`config.mk`:
```
export PLATFORM = sky130hd
export DESIGN_NAME = sim_exit_ctrl
export DESIGN_NICKNAME = d
export VERILOG_FILES = /design/src/rtl/sim_exit_pkg.sv /design/src/rtl/sim_exit_watchdog.sv /design/src/rtl/sim_exit_ctrl.sv
export SDC_FILE = /design/constraint.sdc
export NUM_CORES = 1
export LEC_CHECK = 0
export BUFFER_PORTS_ARGS = -buffer_cell sky130_fd_sc_hd__buf_2
export CELL_PAD_IN_SITES_DETAIL_PLACEMENT = 2
export CELL_PAD_IN_SITES_GLOBAL_PLACEMENT = 2
export CORE_UTILIZATION = 19
export DETAILED_ROUTE_END_ITERATION = 8
export PLACE_DENSITY = 0.82
export SETUP_SLACK_MARGIN = 0.2
export SLEW_MARGIN = 10
export SYNTH_ARGS = -nofsm -noshare
export SYNTH_HDL_FRONTEND = slang
export SYNTH_SLANG_ARGS = --single-unit
```
`constraint.sdc`:
```
create_clock -name clk_i -period 2 [get_ports clk_i]
set_input_delay 0.3 -clock clk_i [delete_from_list [all_inputs] [get_ports clk_i]]
set_output_delay 0.3 -clock clk_i [all_outputs]
set_load 0.005 [all_outputs]
```
`src/rtl/sim_exit_pkg.sv`:
```
// Shared types and helpers for the simulation exit controller.
package sim_exit_pkg;

  typedef enum logic [1:0] {StIdle, StRun, StDone} sim_exit_state_e;

  localparam logic [31:0] DefaultTimeoutCode = 32'hDEAD;

  // Widest exit word decode_exit can split; ValueWidth must not exceed it.
  localparam int unsigned MaxValueWidth = 64;

  typedef struct packed {
    logic                     flag;
    logic [MaxValueWidth-2:0] code;
  } exit_word_t;

  function automatic exit_word_t decode_exit(input logic [MaxValueWidth-1:0] word);
    exit_word_t dec;
    dec.flag = word[0];
    dec.code = word[MaxValueWidth-1:1];
    return dec;
  endfunction

endpackage

```
`src/rtl/sim_exit_watchdog.sv`:
```
// Saturating no-progress counter; expire_o flags the cycle that reaches Limit-1.
module sim_exit_watchdog #(
  parameter int unsigned Width = 4,
  parameter int unsigned Limit = 10
) (
  input  logic clk_i,
  input  logic rst_i,
  input  logic clr_i,
  input  logic en_i,
  output logic expire_o
);

  localparam logic [Width-1:0] LastCnt = Width'(Limit - 1);

  logic [Width-1:0] cnt_q;

  always_ff @(posedge clk_i or posedge rst_i) begin
    if (rst_i) begin
      cnt_q <= '0;
    end else if (clr_i) begin
      cnt_q <= '0;
    end else if (en_i && (cnt_q != '1)) begin
      cnt_q <= cnt_q + Width'(1);
    end
  end

  assign expire_o = en_i && (cnt_q >= LastCnt);

endmodule

```
`src/rtl/sim_exit_ctrl.sv`:
```
// Aggregates per-channel exit words into one sticky exit status, with optional watchdog.
// Define SIM_EXIT_CTRL_TRACE_EN for simulation-only exit tracing and X checks.
module sim_exit_ctrl
  import sim_exit_pkg::*;
#(
  parameter int unsigned NumChan       = 4,
  parameter int unsigned ValueWidth    = 32,
  parameter bit          WaitAll       = 1'b0,
  parameter int unsigned TimeoutCycles = 32'd0,
  parameter logic [31:0] TimeoutCode   = DefaultTimeoutCode,
  localparam int unsigned ChanW        = (NumChan > 1) ? $clog2(NumChan) : 1
) (
  input  logic                          clk_i,
  input  logic                          rst_i,
  input  logic                          enable_i,
  input  logic [NumChan-1:0]            chan_wr_valid_i,
  input  logic [NumChan*ValueWidth-1:0] chan_wr_data_i,
  output logic                          exit_valid_o,
  output logic [ValueWidth-1:0]         exit_value_o,
  output logic [ChanW-1:0]              exit_chan_o,
  output logic                          timeout_o,
  output logic [NumChan-1:0]            done_mask_o
);

  localparam int unsigned CodeW = ValueWidth - 1;
  localparam int unsigned CntW  =
      (TimeoutCycles == 0) ? 1 : $clog2(64'(TimeoutCycles) + 64'd1);

  sim_exit_state_e       state_q;
  logic [NumChan-1:0]    done_mask_q, done_mask_d, new_exit;
  logic [CodeW-1:0]      code_q [NumChan];
  logic [CodeW-1:0]      code_d [NumChan];
  exit_word_t            dec    [NumChan];
  logic                  exit_valid_q, timeout_q;
  logic [ValueWidth-1:0] exit_value_q;
  logic [ChanW-1:0]      exit_chan_q;

  logic                  run_act, wd_expire;
  logic                  fin_d, tmo_d;
  logic [ValueWidth-1:0] value_d;
  logic [ChanW-1:0]      chan_d;

  assign run_act = (state_q == StRun) && enable_i;

  always_comb begin
    for (int c = 0; c < NumChan; c++) begin
      dec[c]      = decode_exit(MaxValueWidth'(chan_wr_data_i[c*ValueWidth +: ValueWidth]));
      new_exit[c] = run_act && chan_wr_valid_i[c] && dec[c].flag && !done_mask_q[c];
      code_d[c]   = new_exit[c] ? CodeW'(dec[c].code) : code_q[c];
    end
    done_mask_d = done_mask_q | new_exit;
  end

  // Descending scans so the lowest qualifying channel is the last to assign.
  always_comb begin
    fin_d   = 1'b0;
    tmo_d   = 1'b0;
    value_d = '0;
    chan_d  = '0;
    if (WaitAll) begin
      if ((|new_exit) && (&done_mask_d)) begin
        fin_d = 1'b1;
        for (int c = NumChan - 1; c >= 0; c--) begin
          if (code_d[c] != '0) begin
            value_d = ValueWidth'(code_d[c]);
            chan_d  = ChanW'(c);
          end
        end
      end
    end else if (|new_exit) begin
      fin_d = 1'b1;
      for (int c = NumChan - 1; c >= 0; c--) begin
        if (new_exit[c]) begin
          value_d = ValueWidth'(code_d[c]);
          chan_d  = ChanW'(c);
        end
      end
    end
    if (!fin_d && wd_expire) begin
      fin_d   = 1'b1;
      tmo_d   = 1'b1;
      value_d = ValueWidth'(TimeoutCode);
      chan_d  = '0;
    end
  end

  if (TimeoutCycles != 0) begin : g_wdog
    logic wr_any;
    assign wr_any = run_act && (|chan_wr_valid_i);
    sim_exit_watchdog #(
      .Width (CntW),
      .Limit (TimeoutCycles)
    ) u_wdog (
      .clk_i    (clk_i),
      .rst_i    (rst_i),
      .clr_i    (wr_any),
      .en_i     (run_act && !wr_any),
      .expire_o (wd_expire)
    );
  end else begin : g_no_wdog
    assign wd_expire = 1'b0;
  end

  always_ff @(posedge clk_i or posedge rst_i) begin
    if (rst_i) begin
      state_q      <= StIdle;
      done_mask_q  <= '0;
      exit_valid_q <= 1'b0;
      exit_value_q <= ValueWidth'(1);
      exit_chan_q  <= '0;
      timeout_q    <= 1'b0;
      for (int c = 0; c < NumChan; c++) code_q[c] <= '0;
    end else begin
      unique case (state_q)
        StIdle: begin
          if (enable_i) state_q <= StRun;
        end
        StRun: begin
          if (!enable_i) begin
            state_q <= StIdle;
          end else begin
            done_mask_q <= done_mask_d;
            code_q      <= code_d;
            if (fin_d) begin
              state_q      <= StDone;
              exit_valid_q <= 1'b1;
              exit_value_q <= value_d;
              exit_chan_q  <= chan_d;
              timeout_q    <= tmo_d;
            end
          end
        end
        StDone: ;
        default: state_q <= StIdle;
      endcase
    end
  end

  assign exit_valid_o = exit_valid_q;
  assign exit_value_o = exit_value_q;
  assign exit_chan_o  = exit_chan_q;
  assign timeout_o    = timeout_q;
  assign done_mask_o  = done_mask_q;

`ifdef SIM_EXIT_CTRL_TRACE_EN
  always_ff @(posedge clk_i) begin
    if (!rst_i) begin
      assert (!$isunknown(chan_wr_valid_i))
        else $error("sim_exit_ctrl: X on chan_wr_valid_i");
      for (int c = 0; c < NumChan; c++) begin
        if (new_exit[c]) begin
          $display("%0t sim_exit_ctrl: chan %0d exit code %0h", $time, c, code_d[c]);
        end
      end
      if (run_act && fin_d) begin
        $display("%0t sim_exit_ctrl: done value %0h chan %0d timeout %0b",
                 $time, value_d, chan_d, tmo_d);
      end
    end
  end
`else
  // Trace disabled: no simulation-only code is built.
`endif

endmodule
```
==> impl_results.md, run 1 <==
* Leading cell type by number of instances after synthesis: sky130_fd_sc_hd__dfrtp_1
* # port buffers at 172
* Summed instance area of the synthesized netlist at 0.00234 mm^2
* Part of the Yosys area used for sequential elements at 42.9%
* Nature of the critical path startpoint: flop
* Slowest cell delay on critical path at 0.42 ns
* Number of antenna diodes at 0
* Slowest library cell on the worst path: sky130_fd_sc_hd__or3_4
* Tmin final at 1.80 ns
* Pins over their slew limit at 0
* Net switching power at 1190 uW
* Total DRC errors in the routed layout at 0
* Internal power of the cells at 2370 uW
* Flops & latches, synth at 40
* Starting utilization of the core area at 19.4%
* Sum of net half-perimeters after detailed placement at 8180 um
* Post-synthesis average cell area at 9.02 um^2
* Routed wirelength normalized by instance count at 19.0 um
* Maximum number of pins on one net before global-route repair at 22
* Global Route Usage Sum at 17.1%
* Post-layout nets at 568
* Wire length of the first global-routing pass at 16,900 um
* Worst voltage drop across the vdd grid at 0.000287 V
* Clock tree from TritonCTS: done
* Post-route clock period utilization at 89.9%
* Vias in the first global route at 3,228
* Clock network latency to the later pin of the worst-skew pair at 0.28 ns
* Max Clock Skew at 0.00336 ns
* Number of top-level pins at 175
* Core Footprint at 0.0120 mm^2
* Largest cells by area after synthesis: sky130_fd_sc_hd__dfrtp_1, sky130_fd_sc_hd__a221oi_1, sky130_fd_sc_hd__a221oi_2
* Power per Cell Area at 976 mW/mm^2
* Share of total power consumed by net switching at 33.5%
* Root buffer cell: sky130_fd_sc_hd__clkbuf_16
* Critical Path RT at 2.15 ns
* Placed cell count at 565
* Routed wire length at 11,100 um
* Number of flops mapped to enable cells by yosys at 0
* Via-to-Cell Ratio at 4.81
* Buffer levels on the longest clock path at 2
* Source of the critical timing path: state_q[1]
* Proportion of power drawn by combinational gates at 36.8%
* Async SR Flop Fraction at 100%
* Clock-pin slew reported for the worst setup and hold paths after clock tree synthesis at 0.06 ns
* Max Cap Violations at 0
* Fraction of final layout cells with drive strength greater than 1 at 52.1%
* Total power at 3550 uW
* Overflow left after global routing at 0
* Proportion of power drawn by flip-flops and latches at 40.1%
* Endpoints failing hold at 0
* Die area at 0.0127 mm^2
* Proportion of power drawn by the clock network at 23.1%
* Final-layout worst hold slack at 0.0389 ns
* Cell type with the highest aggregate area in the netlist: sky130_fd_sc_hd__dfrtp_1
* Most common flop cell mapped by yosys: sky130_fd_sc_hd__dfrtp_1
* Iteration-0 DRC count of the detailed router at 76
* Share of the synthesized area in the top cell type at 41.8%
* Post-Syn Instances at 259
* Setup slack on the worst flop-to-flop path at 0.20 ns
* Post-route setup TNS at 0 ns
* Outcome: complete, no violations
* Clock buffer count from CTS at 5
* Ranking of synthesized cells by instance count: sky130_fd_sc_hd__dfrtp_1, sky130_fd_sc_hd__nand2_1, sky130_fd_sc_hd__o21ai_0, sky130_fd_sc_hd__or3_1, sky130_fd_sc_hd__o21ai_1
* Maximum level of the CTS H-tree at 2
* Unrepaired setup endpoints after global routing: true
* Die width at 113 um
* Worst hold-check path type: in -> async
* Final standard cell utilization of the core at 30.3%
* Area added between synthesis and finish at 55.9%
* Number of vias after detailed routing at 2,793
* Number of search-and-repair iterations in the first detailed-routing pass at 4
* Critical Path AT at 1.95 ns
* Post-route ant nets at 0
* Achievable Freq at 556 MHz
* Synth Warn # at 0
* Max Fanout on Critical Path at 15
* Die Ht at 113 um
* Total setup violations reported at the end of the flow at 0
* Count of placed standard cells in the final layout, fillers left out at 581
* Nature of the critical path endpoint: flop
* Final weighted congestion of routability-driven global placement at 0.747
* Std-Cell Rows at 40
* Reg-to-reg critical path startpoint: state_q[1]
* Setup CP Type: reg -> reg
* Reported leakage power at 0.00174 uW
* Cells along the critical path: nand2b_4, or3_4, and2_4, a221oi_1, o31ai_1
* Antenna violations before repair at 0
* CTS sink cnt at 40
* Library cells used by synthesis at 32
==> layout make-up <==
cell class,instances,area (um^2)
Multi-Input combinational cell,189,1220
Inverter,2,7.51
Tap cell,147,184
Timing Repair Buffer,195,1080
Clock buffer,8,146
Sequential cell,40,1000
Fill cell,1393,8370
==> metal layers <==
layer	track usage (%)	share of wire (%)	wire length (um)
met1	19.6	41	4500
met2	32.4	54	5990
met3	2.62	4.0	440
met4	5.44	1.1	126
met5	0	0	0
==> power by group through the flow <==
stage / registers [uW] / logic (uW) / clock network (uW)
global placement: 1420 / 1210 / 0
floorplan: 1450 / 505 / 0
global route: 1480 / 1460 / 886
CTS: 1430 / 1280 / 857
detailed placement: 1440 / 1270 / 0
finish: 1430 / 1310 / 821
==> cells by family (layout without fill, tap and decap cells) <==
group | after synthesis | count (layout) | synth area share [%]
AO/OA/AOI/OAI | 93 | 93 | 29.1
flip-flops | 40 | 40 | 42.9
buffers and inverters | 32 | 205 | 7.07
AND/OR/NAND/NOR | 93 | 94 | 20.7
other | 1 | 2 | 0.161
==> layout by cell type, fill, tap and decap left out, types with 2 or more instances in the layout <==
master                      synthesis  final
sky130_fd_sc_hd__clkbuf_16          0      5
sky130_fd_sc_hd__nand4b_1           2      2
sky130_fd_sc_hd__nor3_4             1      2
sky130_fd_sc_hd__buf_6              2      3
sky130_fd_sc_hd__o21ai_0           24     19
sky130_fd_sc_hd__buf_2              9    172
sky130_fd_sc_hd__o31ai_1            8      8
sky130_fd_sc_hd__a221oi_2          10     11
sky130_fd_sc_hd__a21oi_1            2      2
sky130_fd_sc_hd__clkbuf_1          13      2
sky130_fd_sc_hd__nor3_1            10      9
sky130_fd_sc_hd__and2_4             1      2
sky130_fd_sc_hd__or3_1             24     23
sky130_fd_sc_hd__buf_12             0      2
sky130_fd_sc_hd__a221oi_1          20     19
sky130_fd_sc_hd__o21bai_1           4      4
sky130_fd_sc_hd__dfrtp_1           39     38
sky130_fd_sc_hd__nand3_1            4      4
sky130_fd_sc_hd__buf_8              0      2
sky130_fd_sc_hd__o21ai_1           22     27
sky130_fd_sc_hd__buf_4              5     16
sky130_fd_sc_hd__nand2_1           33     33
sky130_fd_sc_hd__nor2_1            12     11
sky130_fd_sc_hd__conb_1             1      2
==> critical path: cells and delay by family (launching register included) <==
kind            cells  cell delay [ns]
compound gates      2             0.44
flops               1             0.37
simple gates        3             0.85
==> path summary, 6_finish.rpt <==
path / to / cells after the start
max: exit_value_o[22] / 5
min: exit_value_o[25] / 2
max reg2reg: exit_value_o[22] / 5
min reg2reg: exit_valid_o / 1
max in group asynchronous: exit_value_o[0] / 3
min in group clk_i: exit_value_o[25] / 3
==> per-stage QoR <==
stage	instance area, um^2	worst slack [ns]
floorplan	2340	0.295
global placement	3380	0.190
detailed placement	3380	0.0887
CTS	3550	0.173
global route	3640	0.105
finish	3640	0.201
==> sequential cells by signal, indices dropped and copies added, names as in the netlist <==
register	cells
exit_value_o	31
done_mask_o	4
exit_chan_o	2
state_q	2
exit_valid_o	1
==> timing repair <==
item                       4_1_cts  5_1_grt
hold buffers                     0        0
buffers inserted                 0        6
setup endpoints to repair       32       32
cloned                           1        1
gates resized for setup          4       18
pin swaps                        0        1
(Power assumes the default switching activity.)
==> run 2: changes to the inputs <==
ABC_AREA = 1   (was not set)
CORE_UTILIZATION = 18   (was 19)
PLACE_DENSITY = 0.81   (was 0.82)
==> run 2 against run 1 <==
- sequential cell count stayed put
- via count is 32% higher
- non-clock buffer count is 4 lower
- final cell count is 47% higher
- critical endpoint is now exit_value_o[2]
==> impl_results.md, run 2 <==
* Clock tree from TritonCTS: done
* Critical Path RT at 2.17 ns
* Slowest cell delay on critical path at 0.35 ns
* Final weighted congestion of routability-driven global placement at 0.811
* Setup CP Type: reg -> reg
* Iteration-0 DRC count of the detailed router at 64
* Leading cell types in the layout, fill and taps excluded: sky130_fd_sc_hd__nand2_1, sky130_fd_sc_hd__buf_2, sky130_fd_sc_hd__nor2_1, sky130_fd_sc_hd__dfrtp_1, sky130_fd_sc_hd__inv_1
* Pins over their slew limit at 0
* Highest routing layer actually used: met4
* Die Ht at 128 um
* Maximum number of pins on one net before global-route repair at 34
* Std-Cell Rows at 45
* Placed cell count at 847
* Total setup violations reported at the end of the flow at 0
* Worst voltage drop across the vdd grid at 0.000241 V
* Number of vias after detailed routing at 3,695
* Post-route ant nets at 0
* Nature of the critical path startpoint: flop
* Critical Path AT at 1.78 ns
* Synth Warn # at 0
* Count of placed standard cells in the final layout, fillers left out at 856
* Post-layout nets at 779
* Detail Route met3 WL at 665 um
* Endpoints failing hold at 0
* Cell type with the highest aggregate area in the netlist: sky130_fd_sc_hd__dfrtp_1
* Part of the Yosys area used for sequential elements at 35.1%
* Post-Place Cell Area at 0.00395 mm^2
* Outcome: complete, no violations
* Max Cap Violations at 0
* Nature of the critical path endpoint: flop
* Async SR Flop Fraction at 100%
* Share of the synthesized area in the top cell type at 34.2%
* Via-to-Cell Ratio at 4.32
* Number of flops mapped to enable cells by yosys at 0
* Total DRC errors in the routed layout at 0
* Library cells used by synthesis at 19
* Core Footprint at 0.0153 mm^2
* Ranking of synthesized cells by instance count: sky130_fd_sc_hd__nand2_1, sky130_fd_sc_hd__nor2_1, sky130_fd_sc_hd__dfrtp_1, sky130_fd_sc_hd__inv_1, sky130_fd_sc_hd__a21oi_1
* Crit path buffers/inverters at 2
* Number of antenna diodes at 0
* Leading cell type by number of instances after synthesis: sky130_fd_sc_hd__nand2_1
* Area added between synthesis and finish at 43.7%
* Slowest library cell on the worst path: sky130_fd_sc_hd__dfrtp_1
* Sum of net half-perimeters after detailed placement at 10,700 um
* Vias in the first global route at 4,132
* Most common flop cell mapped by yosys: sky130_fd_sc_hd__dfrtp_1
* Cells along the critical path: nand2_1, nor2_4, nand3_2, inv_2, buf_4, nand2_1, nand2_1, nand2_1, nand2_1, nand2_1
* Power per Cell Area at 446 mW/mm^2
* Post-CTS resize count at 0
* Die width at 128 um
* Flops & latches, synth at 40
* Number of top-level pins at 175
* Maximum level of the CTS H-tree at 2
* Routed wire length at 13,400 um
* Total routed wire length on the met1 layer at 5600 um
* Post-route setup TNS at 0 ns
* Tmin final at 1.61 ns
* Largest cells by area after synthesis: sky130_fd_sc_hd__dfrtp_1, sky130_fd_sc_hd__nand2_1, sky130_fd_sc_hd__nor2_1
* Max Fanout on Critical Path at 19
* Clock buffer count from CTS at 5
* Routed wire length on met2 at 6910 um
* Post-Syn Instances at 479
* Global Route Usage Sum at 16.7%
* # port buffers at 172
* Reported leakage power at 0.00262 uW
* Unrepaired setup endpoints after global routing: false
* CTS sink cnt at 40
* Worst hold-check path type: in -> async
* Summed instance area of the synthesized netlist at 0.00285 mm^2
* Wire length of the first global-routing pass at 20,900 um
* Number of search-and-repair iterations in the first detailed-routing pass at 4
* Root buffer cell: sky130_fd_sc_hd__clkbuf_16
* CP top delay family: simple AND/OR/NAND/NOR gates
* Fill count at 1,929
* Die area at 0.0163 mm^2
* Starting utilization of the core area at 18.6%
* Post-route clock period utilization at 80.4%
* Most common cell type on the critical path: sky130_fd_sc_hd__nand2_1
* Post-synthesis average cell area at 5.95 um^2
* Max Clock Skew at 0.00455 ns
* Overflow left after global routing at 0
* Flip-flop count of the largest register after layout at 31
* Most common library cell in the layout ignoring fill and taps: sky130_fd_sc_hd__nand2_1
* Clock network latency to the later pin of the worst-skew pair at 0.29 ns
* Clock-pin slew reported for the worst setup and hold paths after clock tree synthesis at 0.06 ns
* Area of all placed cells without fillers at 0.00410 mm^2
* Setup slack on the worst flop-to-flop path at 0.39 ns
* Achievable Freq at 622 MHz
* Antenna violations before repair at 0
* Fraction of final layout cells with drive strength greater than 1 at 32.4%
* Buffer levels on the longest clock path at 2
* Routed wirelength normalized by instance count at 15.6 um
-- run 2: changes by cell type in the layout (fill, tap and decap cells not counted), moves of 5 or more --
cell,change
sky130_fd_sc_hd__inv_1,+37
sky130_fd_sc_hd__o31ai_1,-8
sky130_fd_sc_hd__o21ai_1,-27
sky130_fd_sc_hd__nor2_1,+52
sky130_fd_sc_hd__inv_2,+5
sky130_fd_sc_hd__a221oi_1,-19
sky130_fd_sc_hd__nor3_1,-9
sky130_fd_sc_hd__nand2_1,+186
sky130_fd_sc_hd__a21oi_1,+30
sky130_fd_sc_hd__nand4_1,+26
sky130_fd_sc_hd__a221oi_2,-11
sky130_fd_sc_hd__nand3_1,+7
sky130_fd_sc_hd__o21ai_0,-16
sky130_fd_sc_hd__or3_1,-23
-- run 2: layer usage --
layer,GRT usage (%),vias to the layer above
li1,-,1792
met1,19.2,1766
met2,31.7,121
met3,2.88,16
met4,4.15,0
met5,0,-
-- run 2: report_power, final --
group	switching [uW]	leakage [uW]	internal, uW
clock	334	0.0000712	499
sequential	0	0.000524	809
combinational	86.9	0.00203	99.3
total	421	0.00262	1410
-- run 2: area by class of cell --
| class | count | area [um^2] | share of cell area, % |
|---|---|---|---|
| multi-input cells | 362 | 1520 | 37.0 |
| repair buffers | 191 | 1000 | 24.5 |
| clock buffers | 8 | 146 | 3.57 |
| flip-flops and latches | 40 | 1000 | 24.5 |
| well taps | 211 | 264 | 6.44 |
| inverters | 44 | 165 | 4.03 |
-- run 2: cells by family after synthesis --
group | synth area share, %
AOI/OAI and AO/OA | 6.14
DFF | 35.1
buffers and inverters | 12.1
and+or+nand+nor | 46.5
other | 0.132
-- run 2: final timing paths --
| path | startpoint | end | cells past startpoint |
|---|---|---|---|
| max | state_q[0] | exit_value_o[2] | 10 |
| min | rst_i | exit_value_o[6] | 2 |
| max reg2reg | state_q[0] | exit_value_o[2] | 10 |
| min reg2reg | state_q[0] | state_q[1] | 1 |
| max in group asynchronous | rst_i | exit_value_o[27] | 3 |
| min in group clk_i | enable_i | state_q[0] | 2 |
-- run 2: what timing repair did --
item / CTS / global route
setup endpoints to repair: 0 / 7
hold buffers: 0 / 0
setup buffers: 0 / 1
-- run 2: stage by stage --
stage | hold WS [ns] | utilization, % | setup WS (ns) | total power [uW]
finish | 0.0359 | 26.8 | 0.392 | 1830
global route | 0.0814 | 26.8 | 0.251 | 1910
CTS | 0.0616 | 26.7 | 0.290 | 1870
detailed placement | 0.367 | 25.8 | 0.261 | 1010
global placement | 0.355 | 25.8 | 0.396 | 1010
floorplan | 0.435 | - | 0.633 | 861
==> run 3: changes to the inputs <==
ABC_AREA = 0   (was 1)
CORE_UTILIZATION = 19   (was 18)
PLACE_DENSITY = 0.82   (was 0.81)
clock period = 1.6 ns   (was 2 ns; I/O delays follow)
==> run 3 against run 2 <==
- the run now ends with negative hold slack, negative setup slack left
- critical endpoint is now exit_value_o[1]
- clock skew grew 0.0011 ns
- wire length shrank 9.6%
- largest power group is now combinational cells
- hold slack worse by 0.053 ns
- sequential power grew 120%
- register-to-register slack lost 0.50 ns
==> impl_results.md, run 3 (synthesized netlist as in run 1, its figures left out) <==
* Critical Path RT at 1.76 ns
* Final weighted congestion of routability-driven global placement at 0.730
* Worst voltage drop across the vdd grid at 0.000392 V
* Total power at 4820 uW
* Clock tree from TritonCTS: done
* Number of top-level pins at 175
* Final-layout worst hold slack at -0.0169 ns
* Via-to-Cell Ratio at 4.82
* Routed wirelength normalized by instance count at 20.0 um
* Achievable Freq at 585 MHz
* Die width at 113 um
* Maximum number of pins on one net before global-route repair at 23
* Critical Path AT at 1.87 ns
* CTS Hold Buffers Added at 0
* Setup CP Type: reg -> reg
* Outcome: finished, violations left
* Violated checks: negative hold slack, negative setup slack
* Routed wire length at 12,100 um
* Most common library cell in the layout ignoring fill and taps: sky130_fd_sc_hd__buf_2
* Post-route setup TNS at -2.49 ns
* Final standard cell utilization of the core at 35.0%
* Die Ht at 113 um
* Total DRC errors in the routed layout at 0
* Clock buffer count from CTS at 5
* Number of vias after detailed routing at 2,911
* Number of search-and-repair iterations in the first detailed-routing pass at 4
* Max Cap Violations at 0
* Area added between synthesis and finish at 80.2%
* Die area at 0.0127 mm^2
* Global Route Usage Sum at 19.3%
* Fill count at 1,354
* Leading cell types in the layout, fill and taps excluded: sky130_fd_sc_hd__buf_2, sky130_fd_sc_hd__dfrtp_1, sky130_fd_sc_hd__o21ai_1, sky130_fd_sc_hd__nand2_1, sky130_fd_sc_hd__a221oi_2
* Overflow left after global routing at 0
* Starting utilization of the core area at 19.4%
* Least setup slack across all paths after layout at -0.109 ns
* Max Clock Skew at 0.00561 ns
* Count of placed standard cells in the final layout, fillers left out at 604
* Fraction of final layout cells with drive strength greater than 1 at 61.1%
* Clock-pin slew reported for the worst setup and hold paths after clock tree synthesis at 0.06 ns
* CTS sink cnt at 40
* Nature of the critical path endpoint: flop
* Reported leakage power at 0.00197 uW
* Maximum level of the CTS H-tree at 2
* # port buffers at 172
* Pins over their slew limit at 0
* Core Footprint at 0.0120 mm^2
* Clock network latency to the later pin of the worst-skew pair at 0.28 ns
* Vias in the first global route at 3,469
* Worst hold-check path type: in -> async
* Placed cell count at 573
* Nature of the critical path startpoint: flop
* Root buffer cell: sky130_fd_sc_hd__clkbuf_16
* Std-Cell Rows at 40
* Endpoints failing hold at 17
* Unrepaired setup endpoints after global routing: true
* Wire length of the first global-routing pass at 18,800 um
* Sum of net half-perimeters after detailed placement at 8630 um
* Antenna violations before repair at 0
* Buffer levels on the longest clock path at 2
* Flip-flop count of the largest register after layout at 31
* Post-route ant nets at 0
* Max Fanout on Critical Path at 8
* Power per Cell Area at 1150 mW/mm^2
* Number of antenna diodes at 0
* Total setup violations reported at the end of the flow at 31
* Iteration-0 DRC count of the detailed router at 53
* Post-layout nets at 591
* Post-route clock period utilization at 107%
* Tmin final at 1.71 ns
run 3: cell types whose count changed in the layout (fill, tap and decap cells not counted), moves of 7 or more:
| cell | before | now |
|---|---|---|
| sky130_fd_sc_hd__a21oi_1 | 32 | 2 |
| sky130_fd_sc_hd__a221oi_2 | 0 | 29 |
| sky130_fd_sc_hd__buf_12 | 0 | 10 |
| sky130_fd_sc_hd__buf_6 | 0 | 12 |
| sky130_fd_sc_hd__inv_1 | 38 | 1 |
| sky130_fd_sc_hd__nand2_1 | 219 | 30 |
| sky130_fd_sc_hd__nand3_1 | 11 | 4 |
| sky130_fd_sc_hd__nand4_1 | 26 | 0 |
| sky130_fd_sc_hd__nor2_1 | 63 | 10 |
| sky130_fd_sc_hd__nor3_1 | 0 | 9 |
| sky130_fd_sc_hd__o21ai_0 | 3 | 10 |
| sky130_fd_sc_hd__o21ai_1 | 0 | 31 |
| sky130_fd_sc_hd__o31ai_1 | 0 | 8 |
| sky130_fd_sc_hd__or3_1 | 0 | 22 |
run 3: layout make-up:
| class | instances | area (um^2) | share of cell area [%] |
|---|---|---|---|
| tap | 147 | 184 | 4.37 |
| clock buffer | 6 | 129 | 3.06 |
| timing repair buffer | 216 | 1440 | 34.2 |
| sequential | 40 | 1000 | 23.8 |
| inverter | 2 | 7.51 | 0.178 |
| multi-input combinational | 191 | 1410 | 33.5 |
| clock inverter | 2 | 35.0 | 0.832 |
run 3: worst max-delay path: stages, from the launching register on:
cell,delay (ns)
sky130_fd_sc_hd__dfrtp_2,0.43
sky130_fd_sc_hd__nand3_2,0.11
sky130_fd_sc_hd__or3_4,0.42
sky130_fd_sc_hd__and2_4,0.26
sky130_fd_sc_hd__a221oi_4,0.25
sky130_fd_sc_hd__o31ai_1,0.11
run 3: repair_timing:
action                                 CTS  global route
setup endpoints to repair               36            36
pin swaps                               11             6
gates resized for setup                 32            12
endpoints found under the hold margin    0             0
setup buffers                           14             1
cloned                                   7             1
run 3: report_power, final:
part	switching (uW)	leakage (uW)	total [uW]	internal (uW)
Sequential	279	0.000471	1780	1510
Clock	422	0.0000808	1160	735
Combinational	909	0.00142	1880	973
run 3: final timing paths:
path | from | to | slack (ns) | cells past startpoint
max in group asynchronous | rst_i | state_q[0] | 1.10 | 3
max | state_q[0] | exit_value_o[1] | -0.11 | 5
min reg2reg | exit_valid_o | exit_valid_o | 0.46 | 1
min in group clk_i | chan_wr_data_i[75] | exit_value_o[10] | 0.24 | 3
max reg2reg | state_q[0] | exit_value_o[1] | -0.11 | 5
min | rst_i | exit_value_o[20] | -0.02 | 2
run 3: per-layer routing:
metal	global-route usage (%)	wire (um)	share of wire, %	up-vias
met5	0	0	0	-
met4	3.60	92	0.76	0
met3	4.66	774	6.4	6
met2	37.8	6560	54	114
met1	21.1	4640	38	1436
li1	-	-	-	1355
run 3: through the flow:
stage | area, um^2 | worst slack [ns]
2_1_floorplan | 2520 | -0.0675
3_3_place_gp | 3630 | -0.139
3_5_place_dp | 3630 | -0.320
4_1_cts | 4150 | -0.124
5_1_grt | 4210 | -0.205
6_report | 4210 | -0.109
